$ cat src/rtl/uart_mike_rx_if.sv
// Receive-side bundle between the UART_MIKE receiver and its control FSM.
// master = receiver (drives byte/status), slave = control FSM (drives rx_flag_clr).
interface uart_mike_rx_if;
    logic       rx_flag_clr;
    logic       rx_start;
    logic       rx_done;
    logic [7:0] rx_data;
    logic       rx_valid;
    logic       rx_frame_err;
    logic       rx_overrun;
    logic       rx_parity_err;

    modport master (
        input  rx_flag_clr,
        output rx_start, rx_done, rx_data, rx_valid,
        output rx_frame_err, rx_overrun, rx_parity_err
    );

    modport slave (
        output rx_flag_clr,
        input  rx_start, rx_done, rx_data, rx_valid,
        input  rx_frame_err, rx_overrun, rx_parity_err
    );
endinterface

$ cat src/rtl/uart_mike_rx.sv
// UART 8N1 receiver (8E1 when UART_MIKE_RX_PARITY_EN is defined); 2-flop sync, mid-bit sampling.
// Latency: rx_start 2+CLKS_PER_BIT/2 clks after the line falls; rx_done 9 (10) bit periods later.
// No backpressure: a new byte overwrites rx_data and raises rx_overrun if rx_valid is still set.
module uart_mike_rx #(
    parameter  int CLKS_PER_BIT = 434,
    localparam int CNT_W        = $clog2(CLKS_PER_BIT)
) (
    input  logic           i_clk,
    input  logic           i_n_rst,
    input  logic           i_rx_in,
    uart_mike_rx_if.master rx_if
);
    typedef enum logic [2:0] {
        S_IDLE,
        S_START,
        S_DATA,
`ifdef UART_MIKE_RX_PARITY_EN
        S_PARITY,
`endif
        S_STOP,
        S_BREAK
    } state_t;

    state_t           r_state;
    state_t           w_next;
    logic             r_sync1;
    logic             r_rx_s;
    logic [CNT_W-1:0] r_timer;
    logic [2:0]       r_bit_idx;
    logic [7:0]       r_shift;
    logic             r_rx_start;
    logic             r_rx_done;
    logic [7:0]       r_rx_data;
    logic             r_valid;
    logic             r_frame_err;
    logic             r_overrun;

    logic w_half;
    logic w_full;
    logic w_start_evt;
    logic w_done_evt;
    logic w_bit_smp;
    logic w_timer_rst;

    assign w_half = (r_timer == CNT_W'(CLKS_PER_BIT / 2 - 1));
    assign w_full = (r_timer == CNT_W'(CLKS_PER_BIT - 1));

    always_ff @(posedge i_clk) begin
        if (!i_n_rst) r_state <= S_IDLE;
        else          r_state <= w_next;
    end

    always_comb begin
        w_next = r_state;
        case (r_state)
            S_IDLE:   if (!r_rx_s) w_next = S_START;
            S_START:  if (w_half) w_next = r_rx_s ? S_IDLE : S_DATA;
`ifdef UART_MIKE_RX_PARITY_EN
            S_DATA:   if (w_full && r_bit_idx == 3'd7) w_next = S_PARITY;
            S_PARITY: if (w_full) w_next = S_STOP;
`else
            S_DATA:   if (w_full && r_bit_idx == 3'd7) w_next = S_STOP;
`endif
            S_STOP:   if (w_full) w_next = r_rx_s ? S_IDLE : S_BREAK;
            S_BREAK:  if (r_rx_s) w_next = S_IDLE;
            default:  w_next = S_IDLE;
        endcase
    end

    always_comb begin
        w_start_evt = (r_state == S_START) && w_half && !r_rx_s;
        w_done_evt  = (r_state == S_STOP) && w_full;
        w_bit_smp   = (r_state == S_DATA) && w_full;
        // Timer only runs while inside a bit period; it restarts on every bit boundary.
        w_timer_rst = (w_next != r_state) || w_full ||
                      (r_state == S_IDLE) || (r_state == S_BREAK);
    end

    always_ff @(posedge i_clk) begin
        if (!i_n_rst) begin
            r_sync1     <= 1'b1;
            r_rx_s      <= 1'b1;
            r_timer     <= '0;
            r_bit_idx   <= 3'd0;
            r_shift     <= 8'h00;
            r_rx_start  <= 1'b0;
            r_rx_done   <= 1'b0;
            r_rx_data   <= 8'h00;
            r_valid     <= 1'b0;
            r_frame_err <= 1'b0;
            r_overrun   <= 1'b0;
        end else begin
            r_sync1    <= i_rx_in;
            r_rx_s     <= r_sync1;
            r_timer    <= w_timer_rst ? '0 : r_timer + CNT_W'(1);
            r_rx_start <= w_start_evt;
            r_rx_done  <= w_done_evt;
            if (w_start_evt) r_bit_idx <= 3'd0;
            if (w_bit_smp) begin
                r_shift[r_bit_idx] <= r_rx_s;
                r_bit_idx          <= r_bit_idx + 3'd1;
            end
            if (w_done_evt) r_rx_data <= r_shift;
            // Set terms are ORed after the clear so a new frame wins over a same-cycle clear.
            r_valid     <= (r_valid & ~rx_if.rx_flag_clr) | w_done_evt;
            r_overrun   <= (r_overrun & ~rx_if.rx_flag_clr) | (w_done_evt & r_valid);
            r_frame_err <= (r_frame_err & ~rx_if.rx_flag_clr) | (w_done_evt & ~r_rx_s);
        end
    end

`ifdef UART_MIKE_RX_PARITY_EN
    logic r_par_bad;
    logic r_parity_err;

    always_ff @(posedge i_clk) begin
        if (!i_n_rst) begin
            r_par_bad    <= 1'b0;
            r_parity_err <= 1'b0;
        end else begin
            // Even parity: data bits XOR parity bit must be 0.
            if ((r_state == S_PARITY) && w_full) r_par_bad <= r_rx_s ^ (^r_shift);
            r_parity_err <= (r_parity_err & ~rx_if.rx_flag_clr) | (w_done_evt & r_par_bad);
        end
    end

    assign rx_if.rx_parity_err = r_parity_err;
`else
    assign rx_if.rx_parity_err = 1'b0;
`endif

    assign rx_if.rx_start     = r_rx_start;
    assign rx_if.rx_done      = r_rx_done;
    assign rx_if.rx_data      = r_rx_data;
    assign rx_if.rx_valid     = r_valid;
    assign rx_if.rx_frame_err = r_frame_err;
    assign rx_if.rx_overrun   = r_overrun;
endmodule

$ cat src/flat_wrapper.sv
// flat-port wrapper written by rule: the top's interface ports become plain ports
module uart_mike_rx_flat 
#(
    parameter  int CLKS_PER_BIT = 434,
    localparam int CNT_W        = $clog2(CLKS_PER_BIT)
)
  (i_clk, i_n_rst, i_rx_in, rx_if_rx_flag_clr, rx_if_rx_start, rx_if_rx_done, rx_if_rx_data, rx_if_rx_valid, rx_if_rx_frame_err, rx_if_rx_overrun, rx_if_rx_parity_err);
  uart_mike_rx_if rx_if_i ();
  input  logic i_clk;
  input  logic i_n_rst;
  input  logic i_rx_in;
  input wire logic [$bits(rx_if_i.rx_flag_clr)-1:0] rx_if_rx_flag_clr;
  output wire logic [$bits(rx_if_i.rx_start)-1:0] rx_if_rx_start;
  output wire logic [$bits(rx_if_i.rx_done)-1:0] rx_if_rx_done;
  output wire logic [$bits(rx_if_i.rx_data)-1:0] rx_if_rx_data;
  output wire logic [$bits(rx_if_i.rx_valid)-1:0] rx_if_rx_valid;
  output wire logic [$bits(rx_if_i.rx_frame_err)-1:0] rx_if_rx_frame_err;
  output wire logic [$bits(rx_if_i.rx_overrun)-1:0] rx_if_rx_overrun;
  output wire logic [$bits(rx_if_i.rx_parity_err)-1:0] rx_if_rx_parity_err;
  assign rx_if_i.rx_flag_clr = rx_if_rx_flag_clr;
  assign rx_if_rx_start = rx_if_i.rx_start;
  assign rx_if_rx_done = rx_if_i.rx_done;
  assign rx_if_rx_data = rx_if_i.rx_data;
  assign rx_if_rx_valid = rx_if_i.rx_valid;
  assign rx_if_rx_frame_err = rx_if_i.rx_frame_err;
  assign rx_if_rx_overrun = rx_if_i.rx_overrun;
  assign rx_if_rx_parity_err = rx_if_i.rx_parity_err;
  uart_mike_rx #(.CLKS_PER_BIT(CLKS_PER_BIT)) u_core (.i_clk(i_clk), .i_n_rst(i_n_rst), .i_rx_in(i_rx_in), .rx_if(rx_if_i));
endmodule
$ cat config.mk
export PLATFORM = sky130hd
export DESIGN_NAME = uart_mike_rx_flat
export DESIGN_NICKNAME = d
export VERILOG_FILES = /design/src/rtl/uart_mike_rx_if.sv /design/src/rtl/uart_mike_rx.sv /design/src/flat_wrapper.sv
export SDC_FILE = /design/constraint.sdc
export NUM_CORES = 1
export LEC_CHECK = 0
export ABC_AREA = 0
export CAP_MARGIN = 20
export CORE_MARGIN = 2
export CORE_UTILIZATION = 59
export CTS_CLUSTER_SIZE = 14
export DETAILED_ROUTE_END_ITERATION = 16
export GPL_TIMING_DRIVEN = 0
export PLACE_DENSITY = 0.88
export SYNTH_ARGS = -nofsm -noshare
export SYNTH_HDL_FRONTEND = slang
export SYNTH_SLANG_ARGS = --single-unit
$ cat constraint.sdc
create_clock -name i_clk -period 3.1 [get_ports i_clk]
set_input_delay 0.93 -clock i_clk [delete_from_list [all_inputs] [get_ports i_clk]]
set_output_delay 0.93 -clock i_clk [all_outputs]
set_load 0.01 [all_outputs]
==> results.toml, run 1 <==
[cells_and_area]
drive_above_1_share = 0.0748
finalNonFillerCells = 245
areaGrowthSynthToFinish_pct = 16.2
insertedDiodeCount = 0
nets = 223

[flow_run]
cap_violations = 0

[power_and_ir_drop]
comb_power_share = 0.040
pwr-share-seq = 0.564
switchingPower_uw = 183
p_per_area_nw_per_um2 = 435
vdd_drop_max_mv = 0.531
clkPwrFrac = 0.396
p_leak_uw = 0.000663
swShare = 0.210
total_power_uw = 873
p_int_uw = 690

[timing]
tns_ns = 0
rsz0062_at_grt = "no"
finalCritPeriodShare = 0.714
slew_headroom = 0.518
finalHoldViolations = 0
period_minus_slack_ns = 2.21
skew_ns = 0.00691
drv_slew = 0
clock.fmax_ghz = 0.452
tightest_slew_ns = 0.724
layout_setup_ws_ns = 0.888
setup_viol = 0
hold_ws_ns = 0.431

[die]
die_h_um = 58.1
initial_core_util = 0.622
dieArea_sq_um = 3380
io_pins = 18
die_x_um = 58.1
coreArea_sq_um = 2780
rows = 19

[critical_path]
crit_family = "compound AO/OA/AOI/OAI gates"
worstSetupStartpoint = "i_n_rst"
slowest_stage = "a21oi_1"
r2r.worst_path.cells = 6
path_cells = "clkdlybuf4s50_1 > nand2b_1 > a211oi_1 > a21oi_1 > a211oi_1"
critPathMaxFanout = 9
endpoint_kind = "flip-flop"
critPathRequiredTime_ns = 3.30
r2r-start = "u_core.r_timer[0]"
criticalPathCategory = "in2reg"
rrSetupSlack_ns = 0.90
rr_endpoint = "u_core.rx_if.rx_data[1]"
cp_slowest_stage_delay_ns = 0.60
cpMostUsedCell = "a211oi_1"
worstSetupStartpointType = "primary input"
arrival_ns = 2.42
path_buf_inv = 1

[synthesis]
synthTopCellsByCount = "38 x dfxtp_1, 17 x nor2_1, 15 x a21oi_1"
synth-seq-area-share = 0.440
yosysTopAreaCellShare = 0.440
syn_nets = 200
ys.flop_type = "dfxtp_1"
synthArstFlopShare = 0
syn_area_per_cell_sq_um = 9.05
yosysWarnings = 0
synth_edf_count = 0
ys_types = 41
synth_area_sq_um = 1730
synth_seq_cells = 38
yosysMostFrequentCell = "dfxtp_1"
synth.area.top_cells = "dfxtp_1 44%, mux2i_1 4.6%, a21oi_1 4.3%"
yosys.area.top_type = "dfxtp_1"
postSynthCellCount = 191

[clock_network]
ctsHoldBuffers = 0
postCtsSetupRepairBufs = 0
cts.sinks = 38
clk-insertion-delay-late_ns = 0.35
cts_buffer_depth = 2
cts_made_buffers = 5
cts_tree = "built"
cts-root-buf = "clkbuf_4"
post_cts_resized = 0
clk_pin_slew_ns = 0.10
htreeDepth = 2

[route]
drtAntennaViolNets = 0
viasPerCell = 6.11
drc_errors = 0
vias = 1497
drt_iter0_markers = 63
wl_um = 3660
post_drt_wl_per_cell_um = 14.9
firstDrtPassIters = 4

[global_routing]
grt_pass1_vias = 1387
grt_pass1_wl_um = 6090
antenna_found_initial = 0
grt_util_all_layers = 0.239
grt-ovfl-total = 0
grt_max_degree = 12

[min_path]
hold_depth = 1
holdCritStartpoint = "u_core.r_sync1"
worstHoldEndpoint = "u_core.r_rx_s"
hp-class = "reg2reg"

[placed_design]
port_buffers = 16
dp.cells = 238
gp_congestion = 0.859
place_ws_ns = 0.569
hpwlAfterDp_um = 2660

[outcome]
status = "finished, final reports clean"
state kept, by name (all words and copies together), names as in the netlist:
register	cells
u_core.r_bit_idx	3
u_core.r_rx_s	1
u_core.r_shift	8
u_core.r_state	3
u_core.r_sync1	1
u_core.r_timer	9
u_core.rx_if.rx_data	8
u_core.rx_if.rx_done	1
u_core.rx_if.rx_frame_err	1
u_core.rx_if.rx_overrun	1
u_core.rx_if.rx_start	1
u_core.rx_if.rx_valid	1
area by class of cell:
cell class | count | area, sq um
inverters | 8 | 30.0
plain buffers | 11 | 48.8
multi-input cells | 134 | 890
clock inverters | 1 | 30.0
repair buffers | 16 | 160
flip-flops and latches | 38 | 761
fillers | 219 | 772
well taps | 31 | 38.8
clock buffers | 6 | 51.3
layout by cell type, fill, tap and decap left out, drive strengths merged, types with 2 or more instances in the layout:
master	instances
a211oi	8
a21bo	2
a21oi	15
a22oi	2
and4b	2
buf	4
clkbuf	13
clkdlybuf4s50	16
dfxtp	38
ha	5
inv	7
mux2i	8
nand2	9
nand2b	4
nand3	10
nand4	8
nand4b	3
nor2	17
nor2b	4
nor3	6
nor4	3
o21ai	5
o31ai	2
or3	2
xnor2	5
xor2	2
kinds of logic after synthesis:
kind of cell               Yosys count  share of synthesized area
AOI/OAI and AO/OA                   39                      0.152
xor gates and xnor gates             7                     0.0355
adders and majority gates            5                     0.0362
buffers and inverters               19                     0.0456
DFF                                 38                      0.440
muxes                                8                     0.0463
other                                1                    0.00217
and+or+nand+nor                     74                      0.242
per-stage QoR:
step,cell area [sq um],util
global route,2010,0.722
detailed placement,1930,0.693
floorplan,1730,-
finish,2010,0.722
CTS,2010,0.722
global placement,1930,0.693
power groups by stage:
| stage | registers (uW) | logic, uW | clock network (uW) |
|---|---|---|---|
| 6_report | 493 | 34.6 | 346 |
| 2_1_floorplan | 503 | 22.2 | 0 |
| 3_3_place_gp | 503 | 32.2 | 0 |
| 5_1_grt | 493 | 37.6 | 366 |
| 3_5_place_dp | 504 | 34.1 | 0 |
| 4_1_cts | 493 | 34.2 | 347 |
worst max path at each step:
stage / to / slack (ns) / cells past startpoint
6_report: u_core.r_timer[0] / 0.89 / 5
5_1_grt: u_core.rx_if.rx_data[6] / 0.74 / 6
4_1_cts: rx_if_rx_data[6] / 0.89 / 1
3_5_place_dp: u_core.r_timer[0] / 0.57 / 5
3_3_place_gp: u_core.r_timer[0] / 0.63 / 5
2_1_floorplan: u_core.r_shift[3] / 1.29 / 6
metal layers:
metal,wire (um),GRT usage,up-vias
li1,-,-,734
met1,1550,0.307,698
met2,1750,0.390,57
met3,292,0.0469,8
met4,62,0.110,0
met5,0,0,-
(Power assumes the default switching activity.)
==> run 2, diff against run 1 <==
- CORE_UTILIZATION: 59 -> 50
- PLACE_DENSITY: 0.88 -> 0.79
- clock period: 3.1 -> 1.8 ns (I/O delays scaled with it)
==> run 2 against run 1 <==
Against the previous run: register-to-register slack got worse by 0.86 ns; final cell count increased by 10%; sequential cell count unchanged; total power increased by 60%; sequential power increased by 72%; routed wire length increased by 5.7%; critical endpoint is now u_core.r_shift[0]; largest power group unchanged.
==> results.toml, run 2 (synthesized netlist as in run 1, its figures left out) <==
[clock_network]
htreeDepth = 2
cts_tree = "built"
ctsHoldBuffers = 0
cts_buffer_depth = 2
cts.sinks = 38
clk-insertion-delay-late_ns = 0.35
cts_made_buffers = 5
clk_pin_slew_ns = 0.11
cts-root-buf = "clkbuf_4"

[power_and_ir_drop]
p_leak_uw = 0.000924
total_power_uw = 1390
p_per_area_nw_per_um2 = 624
vdd_drop_max_mv = 0.480

[cells_and_area]
layout_common_cells = "30 x dfxtp_1, 17 x nor2_1, 13 x a21oi_1"
final_common_cell = "dfxtp_1"
finalNonFillerCells = 270
regMostFlops = "u_core.r_timer"
design_area_sq_um = 2230
drive_above_1_share = 0.219
areaGrowthSynthToFinish_pct = 29.0
insertedDiodeCount = 0
largest_register_ffs = 9
nets = 232

[min_path]
hp-class = "reg2reg"

[route]
drc_errors = 0
viasPerCell = 5.77
wl_um = 3870
top_layer = "met4"
wl_met3_um = 284
firstDrtPassIters = 4
drtAntennaViolNets = 0
wl_met1_um = 1720
vias = 1559
drt_iter0_markers = 139
wl_met2_um = 1780
post_drt_wl_per_cell_um = 14.3

[timing]
skew_ns = 0.00604
finalHoldViolations = 0
slew_headroom = 0.666
layout_setup_ws_ns = 0.0415
period_minus_slack_ns = 1.76
setup_viol = 0
clock.fmax_ghz = 0.569
finalCritPeriodShare = 0.977
tightest_slew_ns = 0.502
rsz0062_at_grt = "yes"
drv_slew = 0

[die]
rows = 21
io_pins = 18
die_x_um = 62.8
dieArea_sq_um = 3940
die_h_um = 62.8
coreArea_sq_um = 3340
initial_core_util = 0.518

[critical_path]
slowest_stage = "or3_4"
critPathMaxFanout = 10
path_cells = "or3b_4 > or3_4 > buf_6 > o41ai_4 > a21oi_1"
worstSetupStartpointType = "flip-flop"
cp_slowest_stage_delay_ns = 0.41
criticalPathCategory = "reg2reg"
crit_family = "simple AND/OR/NAND/NOR gates"
critPathRequiredTime_ns = 2.03
endpoint_kind = "flip-flop"
path_buf_inv = 1
arrival_ns = 1.99

[placed_design]
dp.cells = 253
place_area_sq_um = 1950
place_ws_ns = -0.339
hpwlAfterDp_um = 2510
port_buffers = 16
gp_congestion = 0.908

[global_routing]
grt_pass1_vias = 1406
grt-ovfl-total = 0
grt_max_degree = 13
antenna_found_initial = 0
grt_pass1_wl_um = 6410
grt_util_all_layers = 0.206

[flow_run]
cap_violations = 0

[outcome]
status = "finished, final reports clean"
## run 2: cell types whose count changed in the layout (fill, tap and decap cells not counted), sizes merged
cell / delta
clkbuf: -1
clkinv: +1
clkinvlp: +1
dlygate4sd2: +2
clkdlybuf4s50: -11
bufinv: -1
buf: +10
dlymetal6s2s: +9
## run 2: routing by layer
metal  global-route usage  up-vias
li1                     -      758
met1                0.264      731
met2                0.327       63
met3               0.0486        7
met4               0.0944        0
met5                    0        -
## run 2: layout make-up
type	count	area (sq um)
clock inverters	2	12.5
well taps	46	57.6
clock buffers	6	51.3
multi-input cells	134	978
repair buffers	27	267
inverters	8	30.0
flip-flops and latches	38	778
fillers	255	1110
plain buffers	9	56.3
## run 2: worst reg2reg max path, stage by stage, from the launching register on
cell	delay, ns
dfxtp_4	0.39
or3b_4	0.40
or3_4	0.41
buf_6	0.15
o41ai_4	0.19
a21oi_1	0.10
## run 2: path summary, 6_finish.rpt
check             slack [ns]         startpoint                 to  depth (start not counted)
hold / removal          0.43     u_core.r_sync1      u_core.r_rx_s                          1
setup reg to reg        0.04  u_core.r_state[1]  u_core.r_shift[0]                          5
setup / recovery        0.04  u_core.r_state[1]  u_core.r_shift[0]                          5
hold reg to reg         0.43     u_core.r_sync1      u_core.r_rx_s                          1
## run 2: power breakdown
part | leakage (uW) | total [uW] | switching, uW | internal, uW
Clock | 0.0000343 | 479 | 291 | 188
Sequential | 0.000311 | 847 | 4.64 | 843
Combinational | 0.000579 | 67.1 | 41.3 | 25.8
## run 2: metrics by stage
stage	util	hold slack, ns	setup TNS (ns)
6_report	0.669	0.431	0
5_1_grt	0.669	0.446	-0.545
4_1_cts	0.624	0.439	0
3_5_place_dp	0.583	0.401	-6.46
3_3_place_gp	0.583	0.393	-5.75
2_1_floorplan	-	0.386	0
## run 2: repair_timing
action / in CTS / in global routing
resized for setup: 18 / 32
buffers inserted: 3 / 7
cloned: 0 / 1
endpoints found under the hold margin: 0 / 0
setup endpoints to repair: 32 / 33
pin swaps: 2 / 4
